**src/rtl/rf_pkg.sv**
```systemverilog
// rf_pkg: shared opcode and sequencer state enums for rf_seq.
package rf_pkg;
  typedef enum logic [1:0] {OP_LDI = 2'b00, OP_MOV = 2'b01, OP_ADD = 2'b10, OP_NOP = 2'b11} op_e;
  typedef enum logic [1:0] {IDLE, RD_A, RD_B, WR} state_e;
endpackage

```
**src/rtl/rf_seq.sv**
```systemverilog
// rf_seq: command sequencer driving a single-port register file (LDI/MOV/ADD/NOP).
// Ports: clk/rst (sync, active-high); cmd_valid/cmd_ready handshake with cmd_op,
// cmd_dst, cmd_src, cmd_imm; rf_adr/rf_ce/rf_data_in drive the register file,
// rf_data_out is its combinational read data; done pulses on completion; carry
// holds the carry of the last ADD.
// Build option: RF_SEQ_ADD_EN enables the ADD path and carry; without it ADD acts as NOP.
module rf_seq
  import rf_pkg::*;
#(
  parameter int DW = 8,
  parameter int AW = 3
) (
  input  logic          clk,
  input  logic          rst,
  input  logic          cmd_valid,
  output logic          cmd_ready,
  input  logic [1:0]    cmd_op,
  input  logic [AW-1:0] cmd_dst,
  input  logic [AW-1:0] cmd_src,
  input  logic [DW-1:0] cmd_imm,
  output logic [DW-1:0] rf_data_in,
  output logic          rf_ce,
  output logic [AW-1:0] rf_adr,
  input  logic [DW-1:0] rf_data_out,
  output logic          done,
  output logic          carry
);
`ifdef RF_SEQ_ADD_EN
  localparam bit ADD_EN = 1'b1;
`else
  localparam bit ADD_EN = 1'b0;
`endif
  state_e        r_state;
  op_e           r_op;
  logic [AW-1:0] r_dst, r_src;
  logic [DW-1:0] r_imm, r_a;
  logic          r_done;
  logic [DW-1:0] w_res;
  op_e           w_op;
  logic          w_rd;
  assign w_op = op_e'(cmd_op);
  // MOV always reads its source; ADD only does when the ADD path is built
  assign w_rd = w_op == OP_MOV || (ADD_EN && w_op == OP_ADD);
  assign cmd_ready = r_state == IDLE && !rst;
  assign rf_ce = r_state == WR;
  assign rf_adr = r_state == RD_A ? r_src : r_state == IDLE ? '0 : r_dst;
  assign rf_data_in = rf_ce ? w_res : '0;
  assign done = r_done;
`ifdef RF_SEQ_ADD_EN
  logic [DW-1:0] r_b;
  logic          r_carry;
  logic [DW:0]   w_sum;
  assign w_sum = {1'b0, r_a} + {1'b0, r_b};
  assign w_res = r_op == OP_ADD ? w_sum[DW-1:0] : r_op == OP_MOV ? r_a : r_imm;
  assign carry = r_carry;
`else
  assign w_res = r_op == OP_MOV ? r_a : r_imm;
  assign carry = 1'b0;
`endif
  always_ff @(posedge clk) begin
    if (rst) begin
      r_state <= IDLE;
      r_op    <= OP_NOP;
      r_dst   <= '0;
      r_src   <= '0;
      r_imm   <= '0;
      r_a     <= '0;
      r_done  <= 1'b0;
`ifdef RF_SEQ_ADD_EN
      r_b     <= '0;
      r_carry <= 1'b0;
`endif
    end else begin
      r_done <= 1'b0;
      case (r_state)
        IDLE: if (cmd_valid) begin
          r_op    <= w_op;
          r_dst   <= cmd_dst;
          r_src   <= cmd_src;
          r_imm   <= cmd_imm;
          r_state <= w_op == OP_LDI ? WR : w_rd ? RD_A : IDLE;
          r_done  <= !w_rd;
        end
        RD_A: begin
          r_a     <= rf_data_out;
          r_state <= r_op == OP_MOV ? WR : RD_B;
          r_done  <= r_op == OP_MOV;
        end
`ifdef RF_SEQ_ADD_EN
        RD_B: begin
          r_b     <= rf_data_out;
          r_state <= WR;
          r_done  <= 1'b1;
        end
        WR: begin
          r_carry <= r_op == OP_ADD ? w_sum[DW] : r_carry;
          r_state <= IDLE;
        end
`endif
        default: r_state <= IDLE;
      endcase
    end
  end
endmodule

```
**config.mk**
```make
export PLATFORM = sky130hd
export DESIGN_NAME = rf_seq
export DESIGN_NICKNAME = d
export VERILOG_FILES = /design/src/rtl/rf_pkg.sv /design/src/rtl/rf_seq.sv
export SDC_FILE = /design/constraint.sdc
export NUM_CORES = 1
export LEC_CHECK = 0
export BUFFER_PORTS_ARGS = -buffer_cell sky130_fd_sc_hd__buf_4
export CAP_MARGIN = 25
export CORE_UTILIZATION = 35
export CTS_BUF_LIST = sky130_fd_sc_hd__clkbuf_16
export CTS_CLUSTER_DIAMETER = 200
export CTS_CLUSTER_SIZE = 8
export DETAILED_ROUTE_END_ITERATION = 12
export PLACE_DENSITY = 0.72
export SYNTH_ARGS = -nofsm -noshare
export SYNTH_HDL_FRONTEND = slang
export SYNTH_SLANG_ARGS = --single-unit
```
**constraint.sdc**
```tcl
create_clock -name clk -period 2.2 [get_ports clk]
set_input_delay 0.11 -clock clk [delete_from_list [all_inputs] [get_ports clk]]
set_output_delay 0.11 -clock clk [all_outputs]
set_load 0.02 [all_outputs]
```
==> results.yml, run 1 <==
layout:
  nNetsFinal: 225
  syn2layout_area_growth_pct: 32.3
  postLayoutCoreUtil_pct: 50.0
  stdcell_count: 241
  final_layout_size_suffix_gt1_share_pct: 24.9
  antenna_cells: 0
clock_network:
  cts_buffers: 3
  cts_tree: "done"
  cts_resized: 0
  root_buffer: "clkbuf_16"
  postCtsSetupBuffers: 0
  clock_latency_ns: 0.26
  clk_pin_slew_ns: 0.06
  cts_hold_buf: 0
  clk_path_buf_depth: 2
  htree_levels: 1
  clock_sinks: 27
synth:
  synth.most_common_cell: "nand2_1"
  ys_warn_count: 0
  yosys-top-cells-count: "67 x nand2_1, 31 x a21oi_1, 27 x dfxtp_1"
  syn_avg_cell_area_um2: 7.20
  ys_types: 21
  syn_area_um2: 1180
  synth.top_cells.by_area: "dfxtp_1 46%, nand2_1 21%, a21oi_1 13%, nor3_1 2.5%, nor3_2 1.7%"
  synth_edf_count: 0
  synthFlopType: "dfxtp_1"
  synth_cells: 164
  synthArstFlopShare_pct: 0
  yosysTopAreaCellShare_pct: 45.8
  ys_seq_elements: 27
  yosysSeqAreaShare_pct: 45.8
  syn_nets: 191
  yosysTopAreaCell: "dfxtp_1"
pwr:
  power_mw: 1.08
  power.leakage_nw: 0.630
  ir_worst_vdd_mv: 0.438
  power.density_nw_per_um2: 690
critical_path:
  worst-endpoint-arrival_ns: 1.60
  endpoint_kind: "primary output"
  path_class: "flop to primary output"
  startpoint_type: "flop"
  critPathMaxFanout: 6
  critPathRequiredTime_ns: 2.09
  reg2reg_slack_ns: 0.69
  crit_family: "simple AND/OR/NAND/NOR gates"
  path_common_cell: "buf_4"
  slowest_stage: "nor2b_1"
  path_buf_inv: 2
  path_cells: "nor2b_1 -> buf_4 -> nand2_1 -> a21oi_1 -> buf_4"
  slowest_delay_ns: 0.40
sta:
  rsz0062_at_grt: "false"
  worst_pin_slew_ns: 0.658
  whs_ns: 0.0855
  timing.setup.tns_ns: 0
  slew_headroom_pct: 56.1
  fin_crit_sh_pct: 77.9
  drv_slew: 0
  max_freq_mhz: 584
  finalSetupViolCount: 0
  fin_skew_ns: 0.00241
  fin_crit_ns: 1.71
  hold_viol: 0
floorplan:
  core_um2: 3130
  ios: 42
  die_h_um: 60.1
  start_util_pct: 37.8
  die_area_um2: 3610
  die-width_um: 60.1
  placementRows: 20
routing:
  via_per_inst: 4.68
  drcViolationCount: 0
  dr.pass1.iters: 4
  ant_nets: 0
  via_count: 1127
  drt-initial-drc-count: 54
  routedWlPerCell_um: 11.0
  routed_wirelength_um: 2650
place:
  numPortBuffers: 40
  placed_cells: 237
  gp_congestion: 0.748
  dp_hpwl_um: 1860
run:
  max_cap_violations: 0
worst_hold_path:
  min-delay-path-class: "input pin to flop"
global_route:
  grt_max_degree: 31
  grt_pass1_wl_um: 4470
  gr-total-overflow: 0
  antenna_found_initial: 0
  grt_pass1_vias: 1039
  gr-usage-all-layers_pct: 16.9
status:
  status: "completed"
[metrics by stage]
| stage | worst slack (ns) | cell area, µm² |
|---|---|---|
| global route | 0.349 | 1560 |
| finish | 0.487 | 1560 |
| CTS | 0.460 | 1560 |
| floorplan | 0.954 | 1180 |
| global placement | 0.715 | 1480 |
| detailed placement | 0.689 | 1480 |
[per-layer routing]
layer	wire, µm	share of wire [%]	track usage [%]	up-vias
li1	-	-	-	595
met1	1200	45	20.8	494
met2	1290	49	27.9	36
met3	125	4.7	3.90	2
met4	29	1.1	6.98	0
met5	0	0	0	-
[registers in the layout, summed over array words and instances (netlist names)]
signal and count:
done 1, r_dst 3, r_imm 8, r_src 3, r_a 8, r_op 2, r_state 2
[cell families (layout without fill, tap and decap cells)]
group	after synthesis	after routing	synth area share (%)
AND/OR/NAND/NOR	87	87	32.7
AO/OA/AOI/OAI	35	35	15.0
flip-flops	27	27	45.8
buffers and inverters	14	47	6.14
other	1	1	0.317
[cells in the final DEF (no fill, tap or decap), types with 2 or more instances in the layout]
cell type / Yosys / routed
a21oi_1: 31 / 31
nand2_1: 67 / 67
o21ai_0: 3 / 3
buf_4: 2 / 42
nor3b_1: 2 / 2
dfxtp_1: 27 / 27
clkbuf_16: 0 / 3
nand2b_1: 3 / 3
nor2b_1: 2 / 2
nor3_1: 6 / 6
nor2_1: 3 / 3
nor3_2: 2 / 2
[path summary, 6_finish.rpt]
kind / from / endpoint / depth (start not counted)
min reg2reg: r_a[6]$_SDFFE_PP0P_ / r_a[6]$_SDFFE_PP0P_ / 2
min: cmd_op[1] / r_op[1]$_SDFFE_PP1P_ / 3
max reg2reg: r_state[1]$_SDFFE_PP0P_ / r_imm[7]$_SDFFE_PP0P_ / 3
max: r_op[0]$_SDFFE_PP1P_ / rf_data_in[0] / 5
[layout make-up]
cell class | count | area, µm²
well taps | 44 | 55.1
clock buffers | 3 | 75.1
inverters | 1 | 3.75
repair buffers | 42 | 315
flip-flops and latches | 27 | 541
multi-input cells | 123 | 568
fillers | 327 | 1570
clock inverters | 1 | 5.00
[report_power, final]
part,switching (mW),internal (mW)
Clock,0.160,0.245
Combinational,0.0742,0.0648
Sequential,0.0186,0.516
Total,0.253,0.826
[tightest hold or removal path: cells and delay by family]
kind                   cells  cell delay [ns]
buffers and inverters      1             0.10
AND/OR/NAND/NOR            2             0.10
Note: power is estimated with default switching activity, not from simulation.
==> run 2, diff against run 1 <==
==> constraint.sdc (replaced) <==
create_clock -name clk -period 1.8 [get_ports clk]
set_input_delay 0.09 -clock clk [delete_from_list [all_inputs] [get_ports clk]]
set_output_delay 0.09 -clock clk [all_outputs]
set_load 0.02 [all_outputs]
==> run 2 against run 1 <==
Compared with the run above: combinational power is 34% higher; critical path type unchanged; die area is the same; clock power is 23% higher; critical endpoint unchanged; largest power group unchanged.
==> results.yml, run 2 (same netlist as run 1, synthesis figures left out) <==
status:
  status: "completed"
routing:
  drcViolationCount: 0
  drt-initial-drc-count: 32
  routed_wirelength_um: 2730
  dr.pass1.iters: 4
  via_count: 1126
  via_per_inst: 4.58
  routedWlPerCell_um: 11.1
  ant_nets: 0
critical_path:
  critPathMaxFanout: 9
  worst-endpoint-arrival_ns: 1.42
  startpoint_type: "flop"
  path_cells: "nand2_1 -> a21oi_1 -> buf_4"
  reg2reg_slack_ns: 0.41
  endpoint_kind: "primary output"
  critPathRequiredTime_ns: 1.71
  rr_startpoint: "r_state[1]$_SDFFE_PP0P_"
  r2r_end: "r_dst[0]$_SDFFE_PP0P_"
  r2r.worst_path.cells: 3
  path_class: "flop to primary output"
  slowest_delay_ns: 0.46
  slowest_stage: "dfxtp_1"
sta:
  timing.setup.tns_ns: 0
  fin_skew_ns: 0.00143
  hold_viol: 0
  fin_crit_ns: 1.51
  whs_ns: 0.0668
  worst_pin_slew_ns: 0.571
  drv_slew: 0
  slew_headroom_pct: 61.9
  max_freq_mhz: 662
  rsz0062_at_grt: "false"
  fin_crit_sh_pct: 83.9
  worst_slack_ns: 0.290
  finalSetupViolCount: 0
worst_hold_path:
  min-delay-path-class: "input pin to flop"
  whs_path_depth: 3
  hp-start: "cmd_op[0]"
  whs_endpoint: "r_op[0]$_SDFFE_PP1P_"
clock_network:
  htree_levels: 1
  clock_latency_ns: 0.26
  cts_hold_buf: 0
  clock_sinks: 27
  root_buffer: "clkbuf_16"
  cts_buffers: 3
  postCtsSetupBuffers: 0
  clk_pin_slew_ns: 0.06
  cts_resized: 0
  clk_path_buf_depth: 2
  cts_tree: "done"
global_route:
  gr-total-overflow: 0
  gr-usage-all-layers_pct: 16.5
  grt_max_degree: 31
  grt_pass1_vias: 1041
  grt_pass1_wl_um: 4370
  antenna_found_initial: 0
layout:
  fill_cells: 325
  antenna_cells: 0
  final_layout_size_suffix_gt1_share_pct: 26.7
  layout_common_cells: "67 x nand2_1, 47 x buf_4, 31 x a21oi_1, 27 x dfxtp_1, 6 x nor3_1"
  postLayoutCoreUtil_pct: 51.2
  nNetsFinal: 230
  reg.largest.list: "r_a x8, r_imm x8"
  final_common_cell: "nand2_1"
  stdcell_area_um2: 1600
  syn2layout_area_growth_pct: 35.5
place:
  dpl_cell_area_um2: 1520
  pre_cts_ws_ns: 0.422
  dp_hpwl_um: 1900
  numPortBuffers: 40
  gp_congestion: 0.765
run:
  max_cap_violations: 0
pwr:
  power.density_nw_per_um2: 833
  ir_worst_vdd_mv: 0.610
  power.leakage_nw: 0.656
floorplan:
  core_um2: 3130
  ios: 42
  start_util_pct: 37.8
  placementRows: 20
  die_h_um: 60.1
  die-width_um: 60.1
  die_area_um2: 3610
## run 2: worst max-delay path by stage
stage,start,end,slack [ns],cells after the start
after floorplan,r_state[1]$_SDFFE_PP0P_,r_op[0]$_SDFFE_PP1P_,0.56,5
after global placement,r_state[1]$_SDFFE_PP0P_,r_op[1]$_SDFFE_PP1P_,0.44,3
after detailed placement,r_state[1]$_SDFFE_PP0P_,r_op[1]$_SDFFE_PP1P_,0.42,3
after CTS,r_state[1]$_SDFFE_PP0P_,rf_data_in[0],0.27,3
after global routing,r_op[1]$_SDFFE_PP1P_,rf_data_in[0],0.23,4
final,r_state[1]$_SDFFE_PP0P_,rf_data_in[0],0.29,3
## run 2: area by class of cell
class,instances,area [µm²],share of cell area (%)
repair buffers,47,353,22.0
inverters,1,3.75,0.235
clock buffers,3,75.1,4.69
well taps,44,55.1,3.44
multi-input cells,123,568,35.5
clock inverters,1,5.00,0.313
flip-flops and latches,27,541,33.8
## run 2: stage by stage
step	cells	total power, mW
3_3_place_gp	242	0.846
4_1_cts	246	1.35
3_5_place_dp	242	0.849
5_1_grt	246	1.40
2_1_floorplan	164	0.769
6_report	246	1.33
## run 2: routing by layer
metal	share of wire, %	global-route usage, %	vias to the layer above
li1	-	-	601
met1	46	17.7	494
met2	49	31.1	27
met3	3.8	4.11	4
met4	0.99	4.98	0
met5	0	0	-
## run 2: critical path: cells and delay by family (launching register included)
kind                   cells  cell delay [ns]
AOI/OAI and AO/OA          1             0.25
buffers and inverters      1             0.18
DFF                        1             0.46
and+or+nand+nor            1             0.27
## run 2: report_power, final
part	internal [mW]	switching [mW]	leakage, nW
clock	0.299	0.199	0.0409
combinational	0.0883	0.0974	0.394
sequential	0.631	0.0182	0.221
total	1.02	0.315	0.656
